**src/rtl/rssb_pkg.sv**
```systemverilog
// Shared types and defaults for the RSSB sequencer: state encoding, halt address
// and the operand address that aliases the program counter.
package rssb_pkg;

    typedef enum logic [2:0] {
        S_IDLE,
        S_FETCH,
        S_READ,
        S_EXEC,
        S_WRITE,
        S_UPDATE,
        S_HALT,
        S_PAUSE
    } state_t;

    // Truncated to ADDR_W by the user, so any width gets an all-ones halt address
    localparam logic [31:0] HALT_ADDR_DEFAULT = 32'hFFFF_FFFF;
    localparam int          PC_ALIAS_ADDR     = 0;

endpackage

```
**src/rtl/rssb_fsm.sv**
```systemverilog
// RSSB instruction sequencer state machine: state register plus next-state and
// memory-request decode. RSSB_STEP_EN adds a step input and the PAUSE state.
module rssb_fsm
    import rssb_pkg::*;
(
    input  logic   clk,
    input  logic   rst,
    input  logic   run,
`ifdef RSSB_STEP_EN
    input  logic   step,
`endif
    input  logic   mem_ready,
    input  logic   fetch_halt,
    input  logic   fetch_zero,
    input  logic   ir_zero,
    output state_t state,
    output logic   mem_req,
    output logic   mem_we,
    output logic   busy,
    output logic   halted
);

    state_t next_state;

    always_ff @(posedge clk or posedge rst) begin
        if (rst) state <= S_IDLE;
        else     state <= next_state;
    end

    // Requests decode straight from state so reset drops them asynchronously
    always_comb begin
        next_state = state;
        mem_req    = 1'b0;
        mem_we     = 1'b0;
        busy       = 1'b1;
        halted     = 1'b0;
        case (state)
            S_IDLE: begin
                busy = 1'b0;
                if (run) next_state = S_FETCH;
            end
            S_FETCH: begin
                mem_req = 1'b1;
                if (mem_ready) begin
                    if (fetch_halt)      next_state = S_HALT;
                    else if (fetch_zero) next_state = S_EXEC;
                    else                 next_state = S_READ;
                end
            end
            S_READ: begin
                mem_req = 1'b1;
                if (mem_ready) next_state = S_EXEC;
            end
            S_EXEC: next_state = ir_zero ? S_UPDATE : S_WRITE;
            S_WRITE: begin
                mem_req = 1'b1;
                mem_we  = 1'b1;
                if (mem_ready) next_state = S_UPDATE;
            end
            S_UPDATE: begin
`ifdef RSSB_STEP_EN
                next_state = run ? S_PAUSE : S_IDLE;
`else
                next_state = run ? S_FETCH : S_IDLE;
`endif
            end
            S_HALT: begin
                busy   = 1'b0;
                halted = 1'b1;
            end
            S_PAUSE: begin
                busy = 1'b0;
`ifdef RSSB_STEP_EN
                if (!run)      next_state = S_IDLE;
                else if (step) next_state = S_FETCH;
`else
                next_state = S_IDLE;
`endif
            end
            default: next_state = S_IDLE;
        endcase
    end

endmodule

```
**src/rtl/rssb_ctrl.sv**
```systemverilog
// RSSB one-instruction processor sequencer: PC, accumulator and operand registers
// around rssb_fsm. Optional single-step mode is enabled by defining RSSB_STEP_EN.
module rssb_ctrl
    import rssb_pkg::*;
#(
    parameter int                WIDTH     = 8,
    parameter int                ADDR_W    = 8,
    parameter logic [ADDR_W-1:0] PC_RESET  = ADDR_W'(1),
    parameter logic [ADDR_W-1:0] HALT_ADDR = HALT_ADDR_DEFAULT[ADDR_W-1:0]
) (
    input  logic              clk,
    input  logic              rst,
    input  logic              run,
`ifdef RSSB_STEP_EN
    input  logic              step,
`endif
    output logic              mem_req,
    output logic              mem_we,
    output logic [ADDR_W-1:0] mem_addr,
    output logic [WIDTH-1:0]  mem_wdata,
    input  logic [WIDTH-1:0]  mem_rdata,
    input  logic              mem_ready,
    output logic              busy,
    output logic              halted,
    output logic [WIDTH-1:0]  acc,
    output logic [ADDR_W-1:0] pc
);

    state_t            state;
    logic [ADDR_W-1:0] ir;
    logic [WIDTH-1:0]  md;
    logic [WIDTH-1:0]  res;
    logic              brw;

    logic [ADDR_W-1:0] fetch_word;
    logic              ir_zero;
    logic [WIDTH-1:0]  operand;
    logic [WIDTH-1:0]  result;
    logic              borrow;
    logic [ADDR_W-1:0] base;

    assign fetch_word = mem_rdata[ADDR_W-1:0];
    assign ir_zero    = (ir == ADDR_W'(PC_ALIAS_ADDR));

    rssb_fsm u_fsm (
        .clk        (clk),
        .rst        (rst),
        .run        (run),
`ifdef RSSB_STEP_EN
        .step       (step),
`endif
        .mem_ready  (mem_ready),
        .fetch_halt (fetch_word == HALT_ADDR),
        .fetch_zero (fetch_word == ADDR_W'(PC_ALIAS_ADDR)),
        .ir_zero    (ir_zero),
        .state      (state),
        .mem_req    (mem_req),
        .mem_we     (mem_we),
        .busy       (busy),
        .halted     (halted)
    );

    // Address 0 reads back as the PC; a zero operand address also turns UPDATE into a jump
    always_comb begin
        operand = ir_zero ? WIDTH'(pc) : md;
        result  = operand - acc;
        borrow  = $signed(operand) < $signed(acc);
        base    = ir_zero ? res[ADDR_W-1:0] : pc;
    end

    // pc and ir cannot change while a request is pending, so address and data stay stable
    always_comb begin
        mem_addr  = '0;
        mem_wdata = '0;
        case (state)
            S_FETCH: mem_addr = pc;
            S_READ:  mem_addr = ir;
            S_WRITE: begin
                mem_addr  = ir;
                mem_wdata = res;
            end
            default: ;
        endcase
    end

    always_ff @(posedge clk or posedge rst) begin
        if (rst) begin
            pc  <= PC_RESET;
            acc <= '0;
            ir  <= '0;
            md  <= '0;
            res <= '0;
            brw <= 1'b0;
        end else begin
            case (state)
                S_FETCH: if (mem_ready) ir <= fetch_word;
                S_READ:  if (mem_ready) md <= mem_rdata;
                S_EXEC: begin
                    acc <= result;
                    res <= result;
                    brw <= borrow;
                end
                S_UPDATE: pc <= base + ADDR_W'(brw ? 2 : 1);
                default: ;
            endcase
        end
    end

endmodule

```
**config.mk**
```make
export PLATFORM = sky130hd
export DESIGN_NAME = rssb_ctrl
export DESIGN_NICKNAME = d
export VERILOG_FILES = /design/src/rtl/rssb_pkg.sv /design/src/rtl/rssb_fsm.sv /design/src/rtl/rssb_ctrl.sv
export SDC_FILE = /design/constraint.sdc
export NUM_CORES = 1
export LEC_CHECK = 0
export ABC_AREA = 1
export CORE_ASPECT_RATIO = 0.7
export CORE_MARGIN = 2
export CORE_UTILIZATION = 58
export CTS_BUF_LIST = sky130_fd_sc_hd__clkbuf_4 sky130_fd_sc_hd__clkbuf_8
export DETAILED_ROUTE_END_ITERATION = 8
export HOLD_SLACK_MARGIN = 0.15
export PLACE_DENSITY_LB_ADDON = 0.05
export SLEW_MARGIN = 20
export SYNTH_ARGS = -nofsm -noshare
export SYNTH_HDL_FRONTEND = slang
export SYNTH_HIERARCHICAL = 1
export SYNTH_SLANG_ARGS = --single-unit
```
**constraint.sdc**
```tcl
create_clock -name clk -period 3.8 [get_ports clk]
set_input_delay 0.57 -clock clk [delete_from_list [all_inputs] [get_ports clk]]
set_output_delay 0.57 -clock clk [all_outputs]
set_load 0.05 [all_outputs]
```
; ---- After elaboration in Yosys (flattened, before gate mapping)
; Cells that the tools add are included.
; W data, S select, Z words.
[totals]
register_bits = 36
in_bits = 12
out_inout_bits = 36
word_cells = 49
[op_classes]
n_addsub = 2
order_cmp = 1
n_eq_ne = 12
n_mux = 18
reduce_logical = 10
[ops]
columns = operator, n
row1 = $mux W8, 3
row2 = $pmux W3 S7, 1
row3 = $logic_not A8 Y1, 2
row4 = $pmux W8 S2, 1
row5 = $mux W3, 5
row6 = $eq A3 B3 Y1 const B, 4
row7 = $add A8 B2 Y8, 1
row8 = $eq A8 B8 Y1 const B, 1
row9 = $lt A8 B8 Y1, 1
row10 = $ne A2 B2 Y1 const B, 4
row11 = $sub A8 B8 Y8, 1
row12 = $mux W1, 7
row13 = $reduce_bool A7 Y1, 1
row14 = $eq A3 B2 Y1 const B, 2
row15 = $reduce_or A3 Y1, 2
row16 = $reduce_and A5 Y1, 1
row17 = $reduce_and A2 Y1, 2
row18 = $eq A3 B1 Y1 const B, 1
row19 = $logic_not A3 Y1, 1
row20 = $mux W2, 1
row21 = $reduce_or A2 Y1, 1

; ---- Logic depth before layout (Yosys ltp)
; Gate-level depths: netlist of run 1.
[depth]
depth_word = 5
depth_mapped = 17

; ---- Modules after synthesis
; The synthesis of run 1 kept the hierarchy.
[by_module_without_submodules]
columns = module, instances, cells_each, area_each_um2, seq_area_each_um2
row1 = rssb_ctrl, 1, 296, 2154.6, 827.0
row2 = rssb_fsm, 1, 45, 284.0, 75.1

; ---- Worst setup path after synthesis of run 1
; OpenSTA, ideal clock, no wires.
[synth_path]
path_kind = register to output
from = register u_fsm.state[0]
to = output port busy
arrival_time_ns = 2.054
t_required_ns = 3.230
setup_slack_ns = 1.176
path_stages_with_launch = 5
path_cell_list = dfrtp_1 inv_2 nand3_1 inv_1 a211oi_1
[synth_between]
elab_chain_len = 3
[synth_lines]
columns = item, line
row1 = "start, declared", rssb_fsm.sv:16  ; output state_t state,
row2 = "start signal, assigned", rssb_fsm.sv:27  ; else state <= next_state;
row3 = $eq A3 B3 Y1 / $logic_not A3 Y1 (equally long branches), rssb_fsm.sv:37  ; case (state)
row4 = $reduce_or A3 Y1 (no line) *, --
row5 = $mux W1 *, rssb_fsm.sv:37
row6 = "end, declared", rssb_ctrl.sv:23  ; output logic busy,
; Every way passes the cells marked *; elsewhere a longest branch is shown, timed or not.

; ---- Worst setup path in the final report of run 1
[layout_path]
from = register u_fsm.state[0]
to = output port mem_addr[1]
[layout_between]
elab_chain_len = 3
[layout_lines]
columns = item, line
row1 = $eq A3 B2 Y1 / $eq A3 B3 Y1 (equally long branches), rssb_ctrl.sv:75  ; case (state)
row2 = $reduce_or A2 Y1 (no line), --
row3 = $pmux W8 S2 *, rssb_ctrl.sv:75
row4 = "end, declared", rssb_ctrl.sv:19  ; output logic [ADDR_W-1:0] mem_addr,
; Marks and branches as above.

==> flow_summary_export.csv, run 1 <==
group,metric,value,unit
power,power.density,1030,nW/µm²
clocking,cts_resized,0,
power,swShare,54.3,%
clocking,holdBufCountCts,0,
final_layout,syn_to_final_growth,25.4,%
grt,grt_usage,29.2,%
yosys,synth.avg_cell_area,7.15,µm²
yosys,yosys_most_used_dff,"dfrtp_1",
clocking,cts_tree,"done",
die,placement_rows,19,
clocking,cts_inserted_buffers,5,
yosys,ys_seq_area_share,37.0,%
flow_run,drv_cap,0,
critical_path,worstSetupPathType,"flip-flop to output pin",
power,seqPwrFrac,22.8,%
routing,wire_per_inst,14.2,µm
clocking,clockRootBuffer,"clkbuf_8",
yosys,yosys.area.top_type_share,35.9,%
power,combPwrFrac,66.3,%
clocking,clkSinkCount,36,
routing,drt_first_iter_violations,148,
placed_design,placed_area,2950,µm²
power,switchingPower,1.71,mW
power,clkPwrFrac,10.9,%
die,die_w,81.5,µm
status,outcome,"finished, final reports clean",
clocking,post_cts_buffers,0,
yosys,synthTopCellsByArea,"dfrtp_1, nand2_1, inv_1",
final_layout,nets,414,
yosys,syn_inst,341,
yosys,synthesis.nets,365,
grt,overflow,0,
grt,grt_pass1_wl,10.2,mm
yosys,synth-edff-count,0,
final_layout,drive_gt1_share,8.95,%
yosys,yosys.area.top_type,"dfrtp_1",
grt,grt_max_degree,34,
sta,final.setup_skew,0.00262,ns
critical_path,cp.required,3.23,ns
sta,worst_slew_pin_slew,0.605,ns
sta,holdWs,0.477,ns
final_layout,finalInstanceArea,3060,µm²
critical_path,crit_path_end_kind,"output pin",
routing,drc,0,
die,die_y,58.3,µm
critical_path,cp_slowest_cell,"clkdlybuf4s50_1",
power,ir_drop,772,µV
yosys,ys_ff_latch,36,
grt,grt_pass1_vias,2200,
placed_design,place_congestion,0.899,
clocking,clock_latency,0.30,ns
routing,detail-route-antenna-nets,0,
die,start_util,61.4,%
sta,setup_viol,0,
routing,dr.pass1.iters,4,
critical_path,critical_path.max_fanout,9,
yosys,yosysMostFrequentCell,"nand2_1",
routing,vias,2340,
sta,finalMaxSlewViolations,0,
sta,relSlewSlack,59.6,%
critical_path,slowest_delay,0.86,ns
routing,wirelength,6.29,mm
power,power,3.16,mW
critical_path,crit_chain,"inv_1 -> nor2_1 -> nand2_1 -> o22ai_1 -> clkdlybuf4s50_1",
yosys,async_flop_share,100,%
clocking,cts_max_path_buffers,2,
sta,rsz0062_at_grt,"no",
power,p_leak,1.50,nW
placed_design,io_buffer_count,47,
sta,min_period,3.10,ns
yosys,ys_top_cells_by_count,"nand2_1, inv_1, dfrtp_1",
yosys,yosysWarnings,6,
routing,avgViaCountPerCell,5.28,
min_path,hold_class,"input port to asynchronous set/reset pin",
sta,hold_viol,0,
critical_path,worstSetupStartpointType,"flip-flop",
die,die_area,4750,µm²
yosys,synth_area,2440,µm²
die,io_pins,48,
clocking,cts.clk_slew.worst_paths,0.07,ns
critical_path,cp.arrival,2.53,ns
sta,final.setup.tns,0,ns
power,cell_internal_pwr,1.44,mW
die,core-area,3970,µm²
clocking,cts_max_level,2,
final_layout,antennaDiodeCount,0,
placed_design,post-dp-hpwl,4.73,mm
grt,antenna_found_initial,0,
sta,post-route-period-util,81.5,%
yosys,synth_cell_types,32,
sta,clock.fmax,323,MHz
final_layout,fill_cells,311,
-- final timing paths --
check	start	to	slack [ns]	depth (start not counted)
worst max register to register	ir[6]	brw	1.04	14
min in group clk	md[5]	md[5]	0.49	2
worst min-delay path	rst	u_fsm/state[1]	0.48	2
max in group asynchronous	rst	pc[0]	2.77	3
worst max-delay path	u_fsm/state[0]	mem_addr[1]	0.70	5
worst min register to register	md[5]	md[5]	0.49	2
-- metal layers --
layer | vias to the layer above | GRT usage, % | wire [µm]
met4 | 0 | 10.7 | 123
met5 | - | 0 | 0
li1 | 1198 | - | -
met1 | 1058 | 43.3 | 3080
met2 | 70 | 41.9 | 2720
met3 | 14 | 6.23 | 373
-- critical path: cells and delay by family (launching register included) --
kind | cells | cell delay (ns)
buf+inv | 2 | 0.99
flops | 1 | 0.55
simple gates | 2 | 0.42
compound gates | 1 | 0.27
-- cell usage in the layout, fill, tap and decap left out, types with 2 or more instances in the layout --
cell type / n
nor2_1: 34
inv_2: 3
clkdlybuf4s50_1: 47
nand3_1: 17
nand3_2: 3
nand2_4: 3
dfrtp_1: 35
a31oi_1: 3
inv_1: 60
fa_1: 2
nor2_4: 3
nand4_1: 7
o22ai_1: 10
clkbuf_8: 5
nor2_2: 3
o21ai_1: 7
or2_2: 2
o21ai_0: 32
a21oi_1: 15
ha_1: 10
nand2_1: 70
nand2_2: 7
-- cell type report --
cell class / instances / area (µm²) / area share [%]
multi-input cells: 235 / 1260 / 41.2
flip-flops and latches: 36 / 902 / 29.5
repair buffers: 48 / 478 / 15.6
inverters: 64 / 243 / 7.93
clock buffers: 5 / 68.8 / 2.25
well taps: 52 / 65.1 / 2.13
clock inverters: 3 / 42.5 / 1.39
-- power groups by stage --
stage / combinational, mW / clock, mW / sequential (mW)
floorplan: 1.30 / 0 / 0.925
global placement: 2.01 / 0 / 0.714
detailed placement: 2.06 / 0 / 0.719
CTS: 2.08 / 0.347 / 0.714
global route: 2.29 / 0.366 / 0.740
finish: 2.09 / 0.345 / 0.719
-- per-stage QoR --
step	setup WS (ns)	util [%]	instances
CTS	0.733	77.1	443
floorplan	1.18	-	341
detailed placement	1.12	74.3	435
finish	0.704	77.1	443
global route	0.593	77.1	443
global placement	1.15	74.3	435
-- state kept, by name, indices dropped and copies added (netlist names) --
name / cells
res: 8
u_fsm/state: 3
pc: 8
md: 8
brw: 1
ir: 8
-- kinds of logic (layout without fill, tap and decap cells) --
family | after synthesis | after routing | share of synthesized area, %
AND/OR/NAND/NOR | 151 | 151 | 28.9
AO/OA/AOI/OAI | 71 | 71 | 15.6
buffers and inverters | 70 | 120 | 11.3
flip-flops | 36 | 36 | 37.0
adder cells (fa/ha/maj) | 12 | 12 | 6.77
XOR/XNOR | 1 | 1 | 0.359
Note: power is estimated with default switching activity, not from simulation.
==> inputs of run 2 (changes only) <==
--- a/config.mk
+++ b/config.mk
@@ -8,7 +8,7 @@
 export ABC_AREA = 1
 export CORE_ASPECT_RATIO = 0.7
 export CORE_MARGIN = 2
-export CORE_UTILIZATION = 58
+export CORE_UTILIZATION = 54
 export CTS_BUF_LIST = sky130_fd_sc_hd__clkbuf_4 sky130_fd_sc_hd__clkbuf_8
 export DETAILED_ROUTE_END_ITERATION = 8
 export HOLD_SLACK_MARGIN = 0.15
==> constraint.sdc (replaced) <==
create_clock -name clk -period 2.9 [get_ports clk]
set_input_delay 0.435 -clock clk [delete_from_list [all_inputs] [get_ports clk]]
set_output_delay 0.435 -clock clk [all_outputs]
set_load 0.05 [all_outputs]
==> flow_summary_export.csv, run 2 (synthesis gave the netlist of run 1 again) <==
group,metric,value,unit
status,outcome,"finished, final reports clean",
min_path,hold_class,"input port to asynchronous set/reset pin",
routing,drt_first_iter_violations,309,
sta,hold_viol,0,
clocking,cts_max_path_buffers,2,
critical_path,rr_startpoint,"ir[6]",
routing,drc,0,
sta,relSlewSlack,63.6,%
critical_path,worstSetupPathType,"flip-flop to output pin",
critical_path,cp.arrival,2.24,ns
routing,detail-route-antenna-nets,0,
sta,setup_viol,0,
clocking,cts_tree,"done",
routing,wire_per_inst,13.7,µm
critical_path,crit_path_end_kind,"output pin",
die,die_w,84.3,µm
critical_path,regToRegSetupSlack,0.38,ns
placed_design,io_buffer_count,47,
power,swShare,54.7,%
power,clkPwrFrac,9.3,%
power,p_leak,1.73,nW
power,seqPwrFrac,23.1,%
sta,rsz0062_at_grt,"no",
die,start_util,56.3,%
placed_design,place_ws,0.295,ns
clocking,clock_latency,0.28,ns
critical_path,cp.required,2.47,ns
power,combPwrFrac,67.6,%
critical_path,worstSetupStartpointType,"flip-flop",
clocking,clockRootBuffer,"clkbuf_8",
critical_path,cp-endpoint,"mem_addr[7]",
sta,holdWs,0.344,ns
routing,vias,2388,
die,die_area,5080,µm²
sta,finalMaxSlewViolations,0,
final_layout,mostFrequentLayoutCells,"nand2_1, inv_1, dfrtp_1",
final_layout,final_common_cell,"nand2_1",
sta,final.setup.tns,0,ns
sta,post-route-period-util,92.2,%
power,power.density,1300,nW/µm²
critical_path,ff2ff_path_depth,14,
final_layout,syn_to_final_growth,26.6,%
flow_run,drv_cap,0,
grt,antenna_found_initial,0,
die,placement_rows,20,
power,switchingPower,2.21,mW
clocking,cts.clk_slew.worst_paths,0.08,ns
routing,dr.pass1.iters,5,
sta,min_period,2.67,ns
grt,grt_pass1_wl,10.2,mm
die,die_y,60.2,µm
sta,worst_slew_pin_slew,0.544,ns
clocking,clkSinkCount,36,
routing,avgViaCountPerCell,5.32,
clocking,cts_inserted_buffers,5,
grt,grt_max_degree,34,
final_layout,nets,417,
final_layout,antennaDiodeCount,0,
die,io_pins,48,
critical_path,worst_r2r_endpoint,"pc[6]",
die,core-area,4330,µm²
clocking,cts_max_level,2,
sta,setup_ws,0.226,ns
power,ir_drop,897,µV
routing,wirelength,6.16,mm
grt,grt_usage,25.7,%
grt,grt_pass1_vias,2161,
critical_path,critical_path.max_fanout,9,
power,cell_internal_pwr,1.82,mW
placed_design,place_congestion,0.894,
critical_path,startpoint,"u_fsm/state[0]",
sta,final.setup_skew,0.00301,ns
sta,clock.fmax,374,MHz
final_layout,drive_gt1_share,9.64,%
grt,overflow,0,
placed_design,post-dp-hpwl,4.83,mm
-- run 2: cell types whose count changed in the layout (fill, tap and decap cells not counted) --
| cell | previous run | this run |
|---|---|---|
| buf_4 | 1 | 4 |
| clkinvlp_4 | 1 | 0 |
| clkinv_2 | 1 | 2 |
| clkdlybuf4s50_1 | 47 | 31 |
| dlygate4sd2_1 | 0 | 5 |
| clkbuf_8 | 5 | 6 |
| dlymetal6s2s_1 | 0 | 11 |
| bufinv_16 | 1 | 0 |
-- run 2: worst max-delay path, cell delays in order (launching register included) --
cell           delay, ns
dfrtp_1             0.52
inv_1               0.13
nor2_1              0.20
nand2_1             0.24
o22ai_1             0.29
dlygate4sd2_1       0.57
-- run 2: how the worst min path moves through the flow --
stage | start | endpoint | cells past startpoint | slack, ns
after floorplan | rst | u_fsm/state[0] | 1 | 0.19
after global placement | md[7] | md[7] | 2 | 0.47
after detailed placement | md[7] | md[7] | 2 | 0.47
after CTS | rst | u_fsm/state[1] | 2 | 0.35
after global routing | rst | u_fsm/state[1] | 2 | 0.38
final | rst | u_fsm/state[1] | 2 | 0.34
-- run 2: repair_timing --
| item | in CTS | in global routing |
|---|---|---|
| setup endpoints to repair | 5 | 11 |
| buffers inserted | 0 | 0 |
| resized for setup | 5 | 11 |
| hold buffers | 0 | 0 |
-- run 2: metrics by stage --
step           cell area, µm²  power, mW  std cells  util [%]
2_1_floorplan            2440       2.91        341         -
3_3_place_gp             2970       3.61        441      68.7
4_1_cts                  3060       4.03        449      70.7
6_report                 3090       4.03        449      71.3
3_5_place_dp             2970       3.67        441      68.7
5_1_grt                  3090       4.39        449      71.3
-- run 2: power groups by stage --
stage	logic (mW)	registers [mW]	clock network, mW
after global placement	2.68	0.924	0
after global routing	3.03	0.967	0.397
after floorplan	1.70	1.21	0
after detailed placement	2.73	0.933	0
final	2.73	0.930	0.374
after CTS	2.72	0.927	0.382
-- run 2: area by class of cell --
cell class	count	area, µm²
Clock inverter	2	10.0
Multi-Input combinational cell	235	1260
Timing Repair Buffer	51	522
Tap cell	55	68.8
Fill cell	402	1240
Clock buffer	6	82.6
Sequential cell	36	902
Inverter	64	243
-- run 2: per-layer routing --
metal | GRT usage [%] | wire length (µm)
met2 | 38.7 | 2620
met5 | 0 | 0
met1 | 38.7 | 3020
met3 | 4.56 | 441
met4 | 5.30 | 82
